$ cat config.mk
export PLATFORM = sky130hd
export DESIGN_NAME = kb_ascii_decoder
export DESIGN_NICKNAME = d
export VERILOG_FILES = /design/src/rtl/kb_pkg.sv /design/src/rtl/scan_to_ascii.sv /design/src/rtl/kb_ascii_decoder.sv
export SDC_FILE = /design/constraint.sdc
export NUM_CORES = 1
export LEC_CHECK = 0
export ABC_AREA = 1
export CORE_ASPECT_RATIO = 0.7
export CORE_MARGIN = 2
export CORE_UTILIZATION = 60
export CTS_CLUSTER_SIZE = 8
export DETAILED_ROUTE_END_ITERATION = 12
export MAX_ROUTING_LAYER = met4
export PLACE_DENSITY = 0.84
export RECOVER_POWER = 100
export SLEW_MARGIN = 20
export SYNTH_ARGS = -nofsm -noshare
export SYNTH_HDL_FRONTEND = slang
export SYNTH_SLANG_ARGS = --single-unit
$ cat constraint.sdc
create_clock -name clk -period 3.1 [get_ports clk]
set_clock_uncertainty 0.05 [all_clocks]
set_input_delay 0.93 -clock clk [delete_from_list [all_inputs] [get_ports clk]]
set_output_delay 0.93 -clock clk [all_outputs]
set_load 0.01 [all_outputs]
$ cat src/rtl/kb_pkg.sv
// Shared PS/2 set-2 scan-code constants and key-status bit positions, used by the
// decoder and by the calculator consumer.
package kb_pkg;

  localparam logic [7:0] ScBreak  = 8'hF0;
  localparam logic [7:0] ScExt    = 8'hE0;
  localparam logic [7:0] ScPause  = 8'hE1;
  localparam logic [7:0] ScLShift = 8'h12;
  localparam logic [7:0] ScRShift = 8'h59;
  localparam logic [7:0] ScCtrl   = 8'h14;
  localparam logic [7:0] ScCaps   = 8'h58;
  localparam logic [7:0] ScBksp   = 8'h66;
  localparam logic [7:0] ScUp     = 8'h75;
  localparam logic [7:0] ScDown   = 8'h72;
  localparam logic [7:0] ScLeft   = 8'h6B;
  localparam logic [7:0] ScRight  = 8'h74;

  localparam int unsigned KbShift = 0;
  localparam int unsigned KbCaps  = 1;
  localparam int unsigned KbCtrl  = 3;
  localparam int unsigned KbRight = 5;
  localparam int unsigned KbLeft  = 6;
  localparam int unsigned KbDown  = 7;
  localparam int unsigned KbUp    = 8;
  localparam int unsigned KbBksp  = 9;

  typedef logic [15:0] kbsig_t;

  function automatic logic is_alpha(input logic [7:0] c);
    return ((c >= 8'h41) && (c <= 8'h5A)) || ((c >= 8'h61) && (c <= 8'h7A));
  endfunction

endpackage

$ cat src/rtl/scan_to_ascii.sv
// Combinational set-2 make-code to ASCII table; upper selects the shifted glyph.
module scan_to_ascii (
  input  logic [7:0] code,
  input  logic       ext,
  input  logic       upper,
  output logic [7:0] ascii,
  output logic       hit
);

  always_comb begin
    ascii = 8'h00;
    hit   = 1'b1;
    if (ext) begin
      case (code)
        8'h4A:   ascii = 8'h2F;
        8'h5A:   ascii = 8'h0D;
        default: hit = 1'b0;
      endcase
    end else begin
      // Letters: bit 5 clear selects uppercase
      case (code)
        8'h1C: ascii = {2'b01, ~upper, 5'd1};
        8'h32: ascii = {2'b01, ~upper, 5'd2};
        8'h21: ascii = {2'b01, ~upper, 5'd3};
        8'h23: ascii = {2'b01, ~upper, 5'd4};
        8'h24: ascii = {2'b01, ~upper, 5'd5};
        8'h2B: ascii = {2'b01, ~upper, 5'd6};
        8'h34: ascii = {2'b01, ~upper, 5'd7};
        8'h33: ascii = {2'b01, ~upper, 5'd8};
        8'h43: ascii = {2'b01, ~upper, 5'd9};
        8'h3B: ascii = {2'b01, ~upper, 5'd10};
        8'h42: ascii = {2'b01, ~upper, 5'd11};
        8'h4B: ascii = {2'b01, ~upper, 5'd12};
        8'h3A: ascii = {2'b01, ~upper, 5'd13};
        8'h31: ascii = {2'b01, ~upper, 5'd14};
        8'h44: ascii = {2'b01, ~upper, 5'd15};
        8'h4D: ascii = {2'b01, ~upper, 5'd16};
        8'h15: ascii = {2'b01, ~upper, 5'd17};
        8'h2D: ascii = {2'b01, ~upper, 5'd18};
        8'h1B: ascii = {2'b01, ~upper, 5'd19};
        8'h2C: ascii = {2'b01, ~upper, 5'd20};
        8'h3C: ascii = {2'b01, ~upper, 5'd21};
        8'h2A: ascii = {2'b01, ~upper, 5'd22};
        8'h1D: ascii = {2'b01, ~upper, 5'd23};
        8'h22: ascii = {2'b01, ~upper, 5'd24};
        8'h35: ascii = {2'b01, ~upper, 5'd25};
        8'h1A: ascii = {2'b01, ~upper, 5'd26};
        8'h16: ascii = upper ? 8'h21 : 8'h31;
        8'h1E: ascii = upper ? 8'h40 : 8'h32;
        8'h26: ascii = upper ? 8'h23 : 8'h33;
        8'h25: ascii = upper ? 8'h24 : 8'h34;
        8'h2E: ascii = upper ? 8'h25 : 8'h35;
        8'h36: ascii = upper ? 8'h5E : 8'h36;
        8'h3D: ascii = upper ? 8'h26 : 8'h37;
        8'h3E: ascii = upper ? 8'h2A : 8'h38;
        8'h46: ascii = upper ? 8'h28 : 8'h39;
        8'h45: ascii = upper ? 8'h29 : 8'h30;
        8'h55: ascii = upper ? 8'h2B : 8'h3D;
        8'h4E: ascii = 8'h2D;
        8'h4A: ascii = 8'h2F;
        8'h7C: ascii = 8'h2A;
        8'h79: ascii = 8'h2B;
        8'h7B: ascii = 8'h2D;
        8'h5A: ascii = 8'h0D;
        8'h29: ascii = 8'h20;
        default: hit = 1'b0;
      endcase
    end
  end

endmodule

$ cat src/rtl/kb_ascii_decoder.sv
// PS/2 set-2 byte stream decoder: tracks prefixes and modifier state, emits one ASCII
// strobe per mappable make code and reports held keys on kbsig.
module kb_ascii_decoder
  import kb_pkg::*;
#(
  parameter int unsigned PAUSE_SKIP = 7
) (
  input  logic        clk,
  input  logic        rst,
  input  logic [7:0]  scan_data,
  input  logic        scan_valid,
  output logic [7:0]  ascii_out,
  output logic        out_valid,
  output logic [15:0] kbsig
);

  localparam logic [2:0] StIdle   = 3'd0;
  localparam logic [2:0] StBrk    = 3'd1;
  localparam logic [2:0] StExt    = 3'd2;
  localparam logic [2:0] StExtBrk = 3'd3;
  localparam logic [2:0] StSkip   = 3'd4;

  localparam int unsigned CntW = (PAUSE_SKIP > 1) ? $clog2(PAUSE_SKIP) : 1;
  localparam logic [CntW-1:0] SkipLast = CntW'(PAUSE_SKIP - 1);

  logic [2:0]      state_q, state_d;
  logic [CntW-1:0] skip_q, skip_d;
  logic [7:0]      ascii_q, ascii_d;
  logic            valid_q, valid_d;
  kbsig_t          kbsig_q, kbsig_d;
  logic            caps_held_q, caps_held_d;

  logic [7:0] map_ascii, char_ascii;
  logic       map_hit;

  scan_to_ascii u_scan_to_ascii (
    .code  (scan_data),
    .ext   (state_q == StExt),
    .upper (kbsig_q[KbShift]),
    .ascii (map_ascii),
    .hit   (map_hit)
  );

  // Caps lock only inverts the case of letters, never the shifted symbol row
  assign char_ascii = (kbsig_q[KbCaps] && is_alpha(map_ascii)) ? (map_ascii ^ 8'h20) : map_ascii;

  always_comb begin
    state_d             = state_q;
    skip_d              = skip_q;
    ascii_d             = ascii_q;
    valid_d             = 1'b0;
    kbsig_d             = kbsig_q;
    kbsig_d[KbBksp]     = 1'b0;
    caps_held_d         = caps_held_q;
    if (scan_valid) begin
      case (state_q)
        StIdle: begin
          if (scan_data == ScBreak) begin
            state_d = StBrk;
          end else if (scan_data == ScExt) begin
            state_d = StExt;
          end else if (scan_data == ScPause) begin
            state_d = StSkip;
            skip_d  = '0;
          end else begin
            case (scan_data)
              ScLShift, ScRShift: kbsig_d[KbShift] = 1'b1;
              ScCtrl:             kbsig_d[KbCtrl] = 1'b1;
              ScCaps: begin
                if (!caps_held_q) begin
                  kbsig_d[KbCaps] = ~kbsig_q[KbCaps];
                  caps_held_d     = 1'b1;
                end
              end
              ScBksp:             kbsig_d[KbBksp] = 1'b1;
              default: begin
                if (map_hit) begin
                  valid_d = 1'b1;
                  ascii_d = char_ascii;
                end
              end
            endcase
          end
        end
        StBrk: begin
          state_d = StIdle;
          case (scan_data)
            ScLShift, ScRShift: kbsig_d[KbShift] = 1'b0;
            ScCtrl:             kbsig_d[KbCtrl] = 1'b0;
            ScCaps:             caps_held_d = 1'b0;
            default: ;
          endcase
        end
        StExt: begin
          if (scan_data == ScBreak) begin
            state_d = StExtBrk;
          end else begin
            state_d = StIdle;
            case (scan_data)
              ScCtrl:  kbsig_d[KbCtrl] = 1'b1;
              ScUp:    kbsig_d[KbUp] = 1'b1;
              ScDown:  kbsig_d[KbDown] = 1'b1;
              ScLeft:  kbsig_d[KbLeft] = 1'b1;
              ScRight: kbsig_d[KbRight] = 1'b1;
              default: begin
                if (map_hit) begin
                  valid_d = 1'b1;
                  ascii_d = char_ascii;
                end
              end
            endcase
          end
        end
        StExtBrk: begin
          state_d = StIdle;
          case (scan_data)
            ScCtrl:  kbsig_d[KbCtrl] = 1'b0;
            ScUp:    kbsig_d[KbUp] = 1'b0;
            ScDown:  kbsig_d[KbDown] = 1'b0;
            ScLeft:  kbsig_d[KbLeft] = 1'b0;
            ScRight: kbsig_d[KbRight] = 1'b0;
            default: ;
          endcase
        end
        StSkip: begin
          if (skip_q == SkipLast) begin
            state_d = StIdle;
            skip_d  = '0;
          end else begin
            skip_d = skip_q + CntW'(1);
          end
        end
        default: state_d = StIdle;
      endcase
    end
  end

  always_ff @(posedge clk) begin
    if (rst) begin
      state_q     <= StIdle;
      skip_q      <= '0;
      ascii_q     <= 8'h00;
      valid_q     <= 1'b0;
      kbsig_q     <= '0;
      caps_held_q <= 1'b0;
    end else begin
      state_q     <= state_d;
      skip_q      <= skip_d;
      ascii_q     <= ascii_d;
      valid_q     <= valid_d;
      kbsig_q     <= kbsig_d;
      caps_held_q <= caps_held_d;
    end
  end

  assign ascii_out = ascii_q;
  assign out_valid = valid_q;
  assign kbsig     = kbsig_q;

endmodule
; After elaboration in Yosys (flattened, before gate mapping)
; Cells that the tools add are included.
[word_totals]
wordCells = 215
out_inout_bits = 25
input_bits = 11
register_bits = 24
[op_classes]
n_addsub = 1
mux = 75
reduce_logical = 30
n_bitwise = 9
n_eq_ne = 83
magnitude_cmp = 4
[ops]
columns = cell, n
row1 = case mux 8 bit (43 select lines), 1
row2 = equality test 8 x 6 -> 1 bit (second input constant), 23
row3 = equality test 8 x 7 -> 1 bit (second input constant), 21
row4 = equality test 8 x 5 -> 1 bit (second input constant), 9
row5 = two-way mux 8 bit, 8
row6 = two-way mux 5 bit, 9
row7 = OR reduction 44 bit, 1
row8 = two-way mux 1 bit, 35
row9 = AND reduction 7 bit, 4
row10 = != test 2 bit (second input constant), 13
row11 = AND reduction 5 bit, 5
row12 = equality test 8 bit (second input constant), 3
row13 = two-way mux 3 bit, 8
row14 = greater-or-equal comparator 8 x 7 -> 1 bit (second input constant), 2
row15 = <= comparator 8 x 7 -> 1 bit (second input constant), 2
row16 = != test 2 x 1 -> 1 bit (second input constant), 8
row17 = case mux 8 bit (2 select lines), 1
row18 = two-way mux 7 bit, 2
row19 = case mux 6 bit (2 select lines), 1
row20 = OR reduction 2 bit, 5
row21 = OR reduction 5 bit, 2
row22 = NOT 1 bit, 9
row23 = case mux 3 bit (3 select lines), 1
row24 = case mux 4 bit (2 select lines), 1
row25 = other kinds (19), 28

; Longest topological paths before layout
[depth]
ltp_word = 15
depth_mapped = 20
ltp_nobuf = 19

; Modules after synthesis
; Synthesis repeated with hierarchy kept, for this count alone.
[unflattened]
hier_cells = 500
area_unflattened_um2 = 2792.7
[by_module_without_submodules]
columns = mod, seq_area_each_um2, area_per_inst_um2, cells_per_inst, n_inst
row1 = kb_ascii_decoder, 480.5, 1592.8, 246, 1
row2 = scan_to_ascii, 0.0, 1199.9, 254, 1

; Worst setup path after synthesis
; Ideal clock, no wire load.
[synth_timing]
path_kind = input to register
startpoint = input port scan_data[6]
endpoint = register ascii_q[3] (netlist: ascii_out[3])
n_path_buf = 2
stages = 16
setup_ps = 120
path_slack_ps = 695
t_required_ps = 2930
arrival_ps = 2236
cell_sequence = inv_1 -> nand2_4 -> nor2_8 -> buf_6 -> nand2_2 -> nand2_1 -> nor2_1 -> nand2_2 -> nor2_2 -> nor2b_1 -> nand4_1 -> nand2_1 -> inv_2 -> buf_6 -> o21ai_1 -> a21oi_1
[synth_between]
elab_chain_cells = 11
word_cells_on_any_way = 83
cone_classes = eq/ne (62) / mux (15) / reduce/logical (6)
[synth_lines]
columns = item, line
row1 = "start, declared", kb_ascii_decoder.sv:10  ; input logic [7:0] scan_data,
row2 = equality test 8 x 7 -> 1 bit, scan_to_ascii.sv:21  ; case (code)
row3 = OR reduction 2 bit (no source line), --
row4 = case mux 8 bit (43 select lines), scan_to_ascii.sv:21
row5 = two-way mux 8 bit, scan_to_ascii.sv:13  ; if (ext) begin
row6 = two-way mux 6 bit, kb_ascii_decoder.sv:45  ; assign char_ascii = (kbsig_q[KbCaps] && is_alpha(map_ascii)) ? (map_ascii ^ 8'h20) : map_ascii;
row7 = two-way mux 8 bit, "kb_ascii_decoder.sv:77, kb_ascii_decoder.sv:106"
row8 = two-way mux 8 bit, kb_ascii_decoder.sv:66  ; case (scan_data)
row9 = two-way mux 8 bit, kb_ascii_decoder.sv:62  ; end else if (scan_data == ScPause) begin
row10 = two-way mux 8 bit, kb_ascii_decoder.sv:60  ; end else if (scan_data == ScExt) begin
row11 = two-way mux 8 bit, kb_ascii_decoder.sv:58  ; if (scan_data == ScBreak) begin
row12 = case mux 8 bit (2 select lines), kb_ascii_decoder.sv:56  ; case (state_q)
row13 = "end signal, assigned", kb_ascii_decoder.sv:149  ; ascii_q <= ascii_d;
row14 = "end, declared", kb_ascii_decoder.sv:28  ; logic [7:0] ascii_q, ascii_d;
; Parallel ways exist; a longest one is shown, timed or not. The select of a mux whose other input is x is not followed.
; A chain may end at the register's enable or synchronous reset.

; Worst setup path in the final report
[layout_timing]
startpoint = input port scan_data[7]
endpoint = register ascii_q[0] (netlist: ascii_out[0])
; Same word-level chain as after synthesis.

==> metrics.txt <==
PnR Total Power=~920 µW; count of input and output buffers=26; worst-case vdd ir drop=~0.00037 V; combinational share of power=0.410; number of placement rows=19; fraction of registers with async set/reset=0; critical register-to-register path startpoint=kbsig[0]; number of remaining DRC errors=0; Crit path max-delay family=simple AND/OR/NAND/NOR gates; Critical Path AT=approximately 3 ns; First-pass DRT Iterations=6; power spent charging and discharging nets=between 300 and 400 µW; Final Max Slew Viols=0; Detailed Place HPWL=just over 6 mm; vias in the first global route=approximately 2,900; Core Area=~3900 µm²; clock network fraction of total power=0.200; count of clock tree sinks=23; vias=between 3,000 and 4,000; switching part of the total power=0.380; worst min-delay path startpoint=kbsig[6]; CP max FO=14; Clock Pin Slew Worst Setup and Hold Paths=approximately 0.080 ns; post-detailed-route wirelength per cell=between 10 and 15 µm; predominant post-synthesis flop cell=dfxtp_1; number of synthesized flops with an enable pin=0; Crit Path Class=primary input to flip-flop; slowest cell on the critical path=clkdlybuf4s50_1; Filler Cells Inserted=303; DP Worst Slack=-0.140 ns; count of H-tree levels built during CTS=1; number of nets in the layout=between 500 and 600; root buffer cell=clkbuf_8; status=finished, final reports clean; clock latency on the worst-skew pair=0.26 ns; relative max-transition margin=0.658; hold path cells=2; distinct cell type count after synthesis=33; f_max=between 300 and 400 MHz; die width=a little over 80 µm; Crit. path cell count=16; Final Wtd Congestion=about 1.2; GRT Util Overall=0.364; total clock buffers created by CTS=3; Reg power frac=0.390; post-route fraction of the period consumed by the critical path=0.959; DIE AREA=between 4000 and 5000 µm²; number of violations of the max-capacitance limit=0; Post-Synthesis Cells=467; Cell Chain, Critical Path=clkdlybuf4s50_1 -> inv_2 -> nand2_4 -> buf_4 -> nor2_4 -> nand2_1 -> nand2_1 -> nor2_1 -> nand2_2 -> nor2_4 -> nor2b_4 -> nand4_1 -> nand2_2 -> inv_4 -> o21ai_1 -> a31oi_1; total of hold buffers inserted after clock tree synthesis=0; netlist area before placement=about 2500 µm²; Bufs on Longest Clock Path=2; number of storage elements in the synthesis netlist=23; starting utilization of the core area=0.630; Final setup viols=0; total internal power=573 µW; worst reg2reg endpoint=ascii_out[5]; first-pass GRT wire length=roughly 13 mm; area occupied by multi-input gates=about 1800 µm²; overflow left after global routing=0; delay of the slowest critical-path stage=between 0.4 and 0.5 ns; area fraction of the dominant cell type after synthesis=0.213; chip height=between 50 and 60 µm; DRT antenna net count=0; I/O pin cnt=36; buffering stage count on the worst path with inverters included=4; Static Leak=~0.0017 µW; average footprint of a synthesized cell=about 5.3 µm²; portion of the post-synthesis area used by sequential elements=0.185; antenna violations before repair=0; Slew @ Worst Pin=0.513 ns; vias per cell=about 5.7; final standard cell count with taps included and fillers excluded=between 500 and 600; required time reported for the critical path endpoint=3.20 ns; cell area power density=around 290 nW/µm²; yosys synthesis warning count=0; depth of the worst register-to-register path=14; Worst Setup End Kind=flip-flop; Final TNS setup=0 ns; overall routed net length=approximately 8.3 mm; synthesis-to-finish area growth=26.4%; main area contributors after synthesis=nand2_1 (21%), dfxtp_1 (19%), nor2_1 (14%), inv_1 (7.1%), nand3_1 (6.0%); setup slack of the critical path after layout=around 0.13 ns; number of placed cells counting well taps=569; violation count after the first detailed-route iteration=approximately 300; crit start category=primary input; FF/Latch Area=460 µm²; sink of the worst hold path=kbsig[6]; Antenna Diode Count=0; register-to-register path setup slack=0.84 ns; Yosys top cell by area=nand2_1; fraction of layout instances using a drive strength above 1=0.182; min-delay worst type=flip-flop to flip-flop; CTS tree=built; number of endpoints with negative hold slack in the final report=0; final critical-path required period=around 3.0 ns; largest net degree at the start of global routing=20
cell type report:
type,count,share of cell area
multi-input cells,381,0.578
repair buffers,62,0.175
flip-flops and latches,23,0.147
inverters,53,0.0641
well taps,52,0.0207
clock buffers,3,0.0131
clock inverters,1,0.00159
cells by family (layout without fill, tap and decap cells):
group / after synthesis / after routing / synth area share
AO/OA/AOI/OAI: 59 / 59 / 0.131
buffers and inverters: 72 / 119 / 0.134
flip-flops: 23 / 23 / 0.185
other: 1 / 9 / 0.00151
AND/OR/NAND/NOR: 312 / 313 / 0.548
sequential cells by signal, indices dropped and copies added (netlist names):
register / flops
caps_held_q: 1
out_valid: 1
kbsig: 8
skip_q: 3
ascii_out: 7
state_q: 3
what timing repair did:
| item | in CTS | in global routing |
|---|---|---|
| hold endpoints to repair | 0 | 0 |
| endpoints found under the setup margin | 0 | 9 |
| buffers inserted | 0 | 1 |
| gates resized for setup | 0 | 37 |
worst max-delay path by stage:
stage	start	end
floorplan	scan_data[6]	ascii_out[3]
global placement	scan_data[1]	ascii_out[5]
detailed placement	scan_data[5]	ascii_out[5]
CTS	scan_data[6]	ascii_out[0]
global route	scan_data[4]	ascii_out[1]
finish	scan_data[7]	ascii_out[0]
metrics by stage:
step            util  area, µm²  hold WS [ns]
3_3_place_gp   0.756       2980         0.386
4_1_cts        0.767       3030         0.401
3_5_place_dp   0.756       2980         0.388
5_1_grt        0.796       3140         0.407
2_1_floorplan      -       2510         0.390
6_report       0.796       3140         0.397
worst register-to-register path, cell delays in order (launching register included):
cell	delay [ns]
dfxtp_1	0.65
clkinv_1	0.13
buf_4	0.23
nand3_1	0.11
o21ai_0	0.09
nor2_1	0.11
nand2_1	0.06
nor2_1	0.16
nand3_1	0.12
a21oi_1	0.19
inv_1	0.06
nand2_1	0.06
nand3_1	0.06
nand2_1	0.06
inv_1	0.04
cell usage after synthesis (8+ instances only):
library cell and instances:
buf_4 10, nand3_1 30, nor3_1 9, o21ai_0 17
nor2_1 93, nand2_1 141, nor2_2 9, a21oi_1 25
inv_1 47, nand4_1 8, nand2_2 11, dfxtp_1 23
power by group through the flow:
stage                     Combinational [µW]  Sequential, µW  Clock [µW]
after global placement                   351             366           0
after global routing                     416             365         199
after CTS                                364             360         186
after detailed placement                 358             366           0
after floorplan                          211             376           0
final                                    379             361         185
per-layer routing:
metal / GRT usage / share of wire / routed length (µm) / up-vias
met5: - / 0 / 0 / -
met1: 0.532 / 0.43 / 3610 / 1419
met4: 0.0775 / 0.030 / 253 / 0
met3: 0.0857 / 0.13 / 1080 / 35
li1: - / - / - / 1589
met2: 0.510 / 0.41 / 3400 / 241
cell usage in the layout (no fill, tap or decap), types with 2 or more instances in the layout:
cell type / Yosys / routed
nand4_1: 8 / 8
nor2_4: 3 / 7
nand2_4: 2 / 4
nor2_2: 9 / 15
clkbuf_1: 3 / 2
nand2_1: 141 / 133
dlymetal6s2s_1: 0 / 6
a31oi_1: 5 / 5
a21oi_1: 25 / 25
clkbuf_8: 0 / 3
dfxtp_1: 23 / 23
nor3_1: 9 / 9
inv_1: 47 / 45
o21ai_0: 17 / 16
buf_4: 10 / 32
nand3_1: 30 / 29
a211oi_1: 4 / 4
o21ai_1: 4 / 4
dlygate4sd3_1: 0 / 16
clkdlybuf4s50_1: 0 / 4
nor4_1: 2 / 2
conb_1: 1 / 9
nand2_2: 11 / 17
nor2_1: 93 / 84
inv_2: 5 / 6
(Power assumes the default switching activity.)
